**src/rtl/fifo_flex.sv**
```systemverilog
// fifo_flex: synchronous show-ahead FIFO with wrap-bit pointers, occupancy
// count, almost-full/almost-empty flags and a sticky overflow indicator.
//
// Optional feature: define FIFO_BYPASS_EN to let a word presented to an
// empty FIFO appear on the dequeue side in the same cycle.
//
// Ports:
//   clk           sole clock, rising edge
//   reset         asynchronous, active-high reset
//   flush         synchronous clear of pointers, count and overflow
//   enq_val       producer has data
//   enq_data      producer data (WIDTH)
//   enq_rdy       FIFO accepts data (!full & !flush)
//   deq_val       FIFO has data
//   deq_data      head-of-queue data (WIDTH), combinational
//   deq_rdy       consumer accepts data
//   count         occupancy 0..DEPTH (LOGDEPTH+1)
//   almost_full   count >= AFULL_THRESH
//   almost_empty  count <= AEMPTY_THRESH
//   overflow      sticky: enqueue attempted while enq_rdy low
module fifo_flex #(
  parameter int WIDTH         = 8,
  parameter int LOGDEPTH      = 3,
  parameter int AFULL_THRESH  = (2 ** LOGDEPTH) - 1,
  parameter int AEMPTY_THRESH = 1
) (
  input  logic                clk,
  input  logic                reset,
  input  logic                flush,
  input  logic                enq_val,
  input  logic [WIDTH-1:0]    enq_data,
  output logic                enq_rdy,
  output logic                deq_val,
  output logic [WIDTH-1:0]    deq_data,
  input  logic                deq_rdy,
  output logic [LOGDEPTH:0]   count,
  output logic                almost_full,
  output logic                almost_empty,
  output logic                overflow
);

  localparam int DEPTH = 2 ** LOGDEPTH;
  localparam logic [LOGDEPTH:0] AF_T = AFULL_THRESH[LOGDEPTH:0];
  localparam logic [LOGDEPTH:0] AE_T = AEMPTY_THRESH[LOGDEPTH:0];
  localparam logic [LOGDEPTH:0] ONE  = {{LOGDEPTH{1'b0}}, 1'b1};

  logic [WIDTH-1:0]  mem [DEPTH];
  logic [LOGDEPTH:0] wptr;
  logic [LOGDEPTH:0] rptr;
  logic [LOGDEPTH:0] count_q;
  logic              overflow_q;

  logic empty;
  logic full;
  logic enq_fire;
  logic deq_fire;
  logic bypass;
  logic wr_en;
  logic rd_en;

  // Equal pointers mean empty; equal index with opposite wrap bit means full.
  assign empty = (wptr == rptr);
  assign full  = (wptr[LOGDEPTH-1:0] == rptr[LOGDEPTH-1:0]) &&
                 (wptr[LOGDEPTH] != rptr[LOGDEPTH]);

  assign enq_rdy = ~full & ~flush;

`ifdef FIFO_BYPASS_EN
  // Empty FIFO forwards the producer word; it is only stored if the
  // consumer does not take it this cycle.
  assign deq_val  = empty ? (enq_val & ~flush) : ~flush;
  assign deq_data = empty ? enq_data : mem[rptr[LOGDEPTH-1:0]];
  assign bypass   = empty & ~flush & enq_val & deq_rdy;
`else
  assign deq_val  = ~empty & ~flush;
  assign deq_data = mem[rptr[LOGDEPTH-1:0]];
  assign bypass   = 1'b0;
`endif

  assign enq_fire = enq_val & enq_rdy;
  assign deq_fire = deq_val & deq_rdy;
  assign wr_en    = enq_fire & ~bypass;
  assign rd_en    = deq_fire & ~bypass;

  always_ff @(posedge clk or posedge reset) begin
    if (reset) begin
      wptr       <= '0;
      rptr       <= '0;
      count_q    <= '0;
      overflow_q <= 1'b0;
    end else if (flush) begin
      wptr       <= '0;
      rptr       <= '0;
      count_q    <= '0;
      overflow_q <= 1'b0;
    end else begin
      if (wr_en) wptr <= wptr + ONE;
      if (rd_en) rptr <= rptr + ONE;
      case ({wr_en, rd_en})
        2'b10:   count_q <= count_q + ONE;
        2'b01:   count_q <= count_q - ONE;
        default: count_q <= count_q;
      endcase
      if (enq_val && !enq_rdy) overflow_q <= 1'b1;
    end
  end

  // Storage is deliberately left unreset.
  always_ff @(posedge clk) begin
    if (wr_en) mem[wptr[LOGDEPTH-1:0]] <= enq_data;
  end

  assign count        = count_q;
  assign overflow     = overflow_q;
  assign almost_full  = (count_q >= AF_T);
  assign almost_empty = (count_q <= AE_T);

endmodule

```
**config.mk**
```make
export PLATFORM = sky130hd
export DESIGN_NAME = fifo_flex
export DESIGN_NICKNAME = d
export VERILOG_FILES = /design/src/rtl/fifo_flex.sv
export SDC_FILE = /design/constraint.sdc
export NUM_CORES = 1
export LEC_CHECK = 0
export ABC_AREA = 1
export ABC_CLOCK_PERIOD_IN_PS = 2600
export CAP_MARGIN = 20
export CORE_UTILIZATION = 51
export DETAILED_ROUTE_END_ITERATION = 10
export PLACE_DENSITY = 0.72
export SETUP_SLACK_MARGIN = 0.02
export SYNTH_ARGS = -nofsm -noshare
export SYNTH_HDL_FRONTEND = slang
export SYNTH_SLANG_ARGS = --single-unit
```
**constraint.sdc**
```tcl
create_clock -name clk -period 2.6 [get_ports clk]
set_input_delay 0.39 -clock clk [delete_from_list [all_inputs] [get_ports clk]]
set_output_delay 0.39 -clock clk [all_outputs]
set_load 0.01 [all_outputs]
```
==> results.cfg, run 1 <==
[outcome]
status = completed

[worst_setup_path]
end_kind = output port
start_kind = flop
cp.required_ns = 2.21
worstSetupPathType = flop to output port
worstPathArrival_ns = 2.06
crit_fanout = 36

[layout]
fillers = 507
multi_input_comb_area_um2 = 1080
layout.cells.most_common_list = 66 x nor2_1, 64 x edfxtp_1, 37 x o21ai_0
antennaDiodeCount = 0
stdcell_area_um2 = 4120
drive_above_1_share_pct = 16.6
ff_latch_area_um2 = 2250
areaGrowthSynthToFinish_pct = 18.3
final_common_cell = nor2_1
layout.nets = 375

[floorplanning]
core_area_um2 = 6460
dieArea_um2 = 7150
io_pins = 30
dieWidth_um = 84.6
die_h_um = 84.6
fp-row-count = 29
initial_core_util_pct = 53.9

[cts]
holdBufCountCts = 0
clk_pin_slew_ns = 0.08
htree_levels = 3
cts_root_buf = clkbuf_8
cts_buffer_depth = 2
clock_sinks = 77
numCtsBuffers = 9
cts_tree = built
cts_setup_buffers = 0
clk-insertion-delay-late_ns = 0.35

[timing]
finalSetupTns_ns = 0
holdWs_ns = 0.380
min_period_ns = 2.45
tightest_slew_ns = 0.552
maxSlewHeadroom_pct = 63.1
finalHoldViolCount = 0
fin_crit_sh_pct = 94.4
drv_slew = 0
fmax_ghz = 0.407
fin_skew_ns = 0.00925
rsz0062_at_grt = no
finalSetupViolCount = 0

[synthesis]
yosysWarnings = 0
ys_ff_latch = 77
synthDistinctLibCells = 31
netlist_area_um2 = 3480
async_reset_ff_share_pct = 16.9
synth_edf_count = 64
synth_flop_cell = edfxtp_1
avgSynthCellArea_um2 = 11.1
yosysSeqAreaShare_pct = 64.6
syn_inst = 314
synth.net_count = 332

[power_and_ir_drop]
p_leak_nw = 1.57
total_power_mw = 2.90
swShare_pct = 29.4
p_clk_share_pct = 26.7
seqPwrFrac_pct = 49.3
intPower_mw = 2.05
peakVddDrop_mv = 0.471
powerDensity_nw_per_um2 = 704
pwr-share-comb_pct = 23.9
power_switching_uw = 852

[global_routing]
grt_start_max_net_pins = 37
grt_pass1_vias = 2308
grt_use_total_pct = 21.5
antenna_found_initial = 0
grt_pass1_wl_um = 11400
gr-total-overflow = 0

[place]
routabilityCongestion = 0.827
hpwl_um = 4610
dpl_cell_area_um2 = 3920
io_buffers = 29

[routing]
antenna_left = 0
drt_wl_total_um = 6940
wl_per_cell_um = 15.8
vias_per_cell = 5.45
dr.pass1.iters = 4
vias = 2393
dr.first_iter.drc_count = 223
route.detailed.drc = 0

[run]
cap_viol_max_count = 0

[worst_hold_path]
worstHoldPathType = input pin to async pin
==> logic make-up after synthesis <==
group	Yosys count	synth area share, %
AND/OR/NAND/NOR	133	18.3
flip-flops	77	64.6
AO/OA/AOI/OAI	62	9.96
buffers and inverters	33	4.32
adder cells (fa/ha/maj)	5	1.80
XOR/XNOR	4	1.01
==> what timing repair did <==
item,4_1_cts,5_1_grt
pin swaps,0,0
hold endpoints to repair,0,0
setup endpoints to repair,4,9
resized for setup,3,8
==> stage by stage <==
step / cells / setup slack, ns / util [%]
floorplan: 314 / 0.504 / -
global placement: 423 / 0.399 / 60.7
detailed placement: 423 / 0.363 / 60.7
CTS: 439 / 0.0396 / 63.4
global route: 439 / 0.0266 / 63.7
finish: 439 / 0.146 / 63.7
==> per-layer routing <==
metal / part of all wire, % / routed length [um] / global-route usage [%] / up-vias
met5: 0 / 0 / 0 / -
met4: 1.1 / 74 / 9.09 / 0
met3: 5.7 / 396 / 4.72 / 8
met2: 49 / 3410 / 33.2 / 67
met1: 44 / 3060 / 29.9 / 1141
li1: - / - / - / 1177
==> registers in the layout (all words and copies together), names as in the netlist <==
register  count
count         4
wptr          4
rptr          4
overflow      1
mem          64
==> cell type report <==
| type | count | share of cell area [%] |
|---|---|---|
| flip-flops and latches | 77 | 54.6 |
| multi-input cells | 204 | 26.3 |
| repair buffers | 46 | 10.6 |
| clock buffers | 11 | 3.19 |
| well taps | 77 | 2.34 |
| inverters | 19 | 2.10 |
| clock inverters | 5 | 0.912 |
==> worst paths after layout <==
path                            startpoint           to  slack, ns  depth (start not counted)
worst max-delay path               rptr[0]  deq_data[1]       0.15                          6
worst min-delay path                 reset     overflow       0.38                          2
worst max register to register     rptr[1]    mem[1][3]       0.61                         11
worst min register to register    overflow     overflow       0.49                          1
max in group asynchronous            reset      rptr[0]       1.82                          2
min in group clk                  overflow     overflow       0.49                          1
==> power groups by stage <==
stage,combinational [mW],sequential (mW),clock (mW)
after floorplan,0.429,1.45,0
after global routing,0.776,1.44,0.839
final,0.693,1.43,0.775
after CTS,0.699,1.43,0.788
after detailed placement,0.691,1.45,0
after global placement,0.679,1.45,0
==> critical path, stage by stage (launching register included) <==
cell and delay, ns:
dfrtp_2 0.43, buf_12 0.21, o21ai_0 0.11, o22ai_1 0.15, nor2_1 0.05, a31oi_1 0.18
clkdlybuf4s50_1 0.57
==> synth_stat cells (4+ instances only) <==
master / number / area (um^2)
nor3_1: 4 / 20.0
clkbuf_1: 9 / 33.8
ha_1: 5 / 62.6
inv_1: 10 / 37.5
inv_2: 7 / 26.3
nand2_4: 5 / 56.3
nand2_2: 5 / 31.3
a31oi_1: 8 / 50.1
edfxtp_1: 64 / 1920
nor2_1: 66 / 248
o21ai_0: 37 / 185
dfrtp_1: 13 / 325
o22ai_1: 8 / 50.1
nand2_1: 36 / 135
nand3_1: 9 / 45.0
Power figures use the tool's default switching activity.
==> inputs of run 2 (changes only) <==
--- a/config.mk
+++ b/config.mk
@@ -9,6 +9,7 @@
 export ABC_CLOCK_PERIOD_IN_PS = 2600
 export CAP_MARGIN = 20
 export CORE_UTILIZATION = 51
+export CTS_BUF_LIST = sky130_fd_sc_hd__clkbuf_16
 export DETAILED_ROUTE_END_ITERATION = 10
 export PLACE_DENSITY = 0.72
 export SETUP_SLACK_MARGIN = 0.02
==> run 2 against run 1 <==
Effect of this change:
- via count rose by 0.50%
- power rose by 12%
- setup slack got worse by 0.022 ns
- sequential share of layout area fell by 1.3 points
==> results.cfg, run 2 (synthesis results as in run 1) <==
[global_routing]
grt_pass1_vias = 2305
grt_pass1_wl_um = 11500
busiest_layer = met2
grtUsageMet3_pct = 6.00
grt_use_total_pct = 21.8
antenna_found_initial = 0
grtUsageMet2_pct = 33.6
grtUsageMet1_pct = 29.3
gr-total-overflow = 0
grt_start_max_net_pins = 37

[timing]
min_period_ns = 2.48
fin_skew_ns = 0.00471
rsz0062_at_grt = no
fmax_ghz = 0.404
finalHoldViolCount = 0
drv_slew = 0
finalSetupTns_ns = 0
fin_crit_sh_pct = 95.2
maxSlewHeadroom_pct = 63.5
finalSetupViolCount = 0
tightest_slew_ns = 0.547

[cts]
clk-insertion-delay-late_ns = 0.33
cts_tree = built
numCtsBuffers = 9
clock_sinks = 77
cts_root_buf = clkbuf_16
cts_buffer_depth = 2
clk_pin_slew_ns = 0.06
htree_levels = 3

[layout]
final_common_cell = nor2_1
areaGrowthSynthToFinish_pct = 21.2
drive_above_1_share_pct = 16.6
fillers = 486
layout.cells.most_common_list = 66 x nor2_1, 64 x edfxtp_1, 37 x o21ai_0
layout.nets = 375
largest_reg_flops = 64
antennaDiodeCount = 0

[floorplanning]
initial_core_util_pct = 53.9
dieWidth_um = 84.6
dieArea_um2 = 7150
fp-row-count = 29
core_area_um2 = 6460
io_pins = 30
die_h_um = 84.6

[power_and_ir_drop]
peakVddDrop_mv = 0.576
total_power_mw = 3.24
powerDensity_nw_per_um2 = 768
p_leak_nw = 1.61

[worst_setup_path]
end_kind = output port
start_kind = flop
worstSetupPathType = flop to output port
crit_fanout = 36
crit_path_cell_trace = buf_12, o21ai_0, o22ai_1, nor2_1, a31oi_1, clkdlybuf4s50_1
cp_slowest_cell = clkdlybuf4s50_1
cp.required_ns = 2.21
worstPathArrival_ns = 2.09
critical_path.max_stage_delay_ns = 0.56

[routing]
drt_wl_total_um = 7060
antenna_left = 0
dr.first_iter.drc_count = 169
wl_per_cell_um = 16.1
dr.pass1.iters = 5
vias_per_cell = 5.48
vias = 2405
route.detailed.drc = 0

[place]
routabilityCongestion = 0.827
io_buffers = 29
hpwl_um = 4610

[outcome]
status = completed

[worst_hold_path]
worstHoldPathType = input pin to async pin

[run]
cap_viol_max_count = 0
==> run 2: cell type report <==
cell class,instances,area [um^2],share of cell area (%)
Tap cell,77,96.3,2.29
Timing Repair Buffer,46,433,10.3
Multi-Input combinational cell,204,1080,25.6
Clock buffer,9,225,5.34
Inverter,19,86.3,2.05
Clock inverter,7,45.0,1.07
Sequential cell,77,2250,53.3
==> run 2: metrics by stage <==
stage | util [%] | instances | cell area [um^2] | hold slack [ns] | setup WS (ns)
2_1_floorplan | - | 314 | 3480 | 0.267 | 0.504
3_3_place_gp | 60.7 | 423 | 3920 | 0.479 | 0.399
3_5_place_dp | 60.7 | 423 | 3920 | 0.479 | 0.363
4_1_cts | 65.0 | 439 | 4200 | 0.418 | 0.0340
5_1_grt | 65.3 | 439 | 4220 | 0.444 | 0.0429
6_report | 65.3 | 439 | 4220 | 0.401 | 0.124
==> run 2: path summary, 6_finish.rpt <==
| path | from | to | slack (ns) | cells past startpoint |
|---|---|---|---|---|
| min reg2reg | overflow | overflow | 0.49 | 1 |
| max | rptr[0] | deq_data[7] | 0.12 | 6 |
| min | reset | count[2] | 0.40 | 2 |
| max in group asynchronous | reset | rptr[0] | 1.80 | 2 |
| max reg2reg | rptr[1] | mem[6][0] | 0.58 | 11 |
| min in group clk | overflow | overflow | 0.49 | 1 |
==> run 2: worst max-delay path, delay by kind of cell, from the launching register on <==
| kind | cells | cell delay (ns) |
|---|---|---|
| AO/OA/AOI/OAI | 3 | 0.49 |
| buffers and inverters | 2 | 0.77 |
| flip-flops | 1 | 0.43 |
| AND/OR/NAND/NOR | 1 | 0.06 |
==> run 2: power breakdown <==
group / internal, mW / total [mW] / leakage (nW) / switching, mW
logic: 0.318 / 0.699 / 0.726 / 0.381
registers: 1.38 / 1.43 / 0.751 / 0.0488
clock network: 0.639 / 1.11 / 0.134 / 0.468
total: 2.34 / 3.24 / 1.61 / 0.898
==> run 2: timing repair <==
action,CTS,global route
hold buffers,0,0
setup endpoints to repair,3,9
resized for setup,2,8
setup buffers,0,0
==> run 2: layer usage <==
| metal | wire length [um] | up-vias |
|---|---|---|
| li1 | - | 1178 |
| met1 | 3180 | 1154 |
| met2 | 3420 | 62 |
| met3 | 353 | 11 |
| met4 | 105 | 0 |
| met5 | 0 | - |
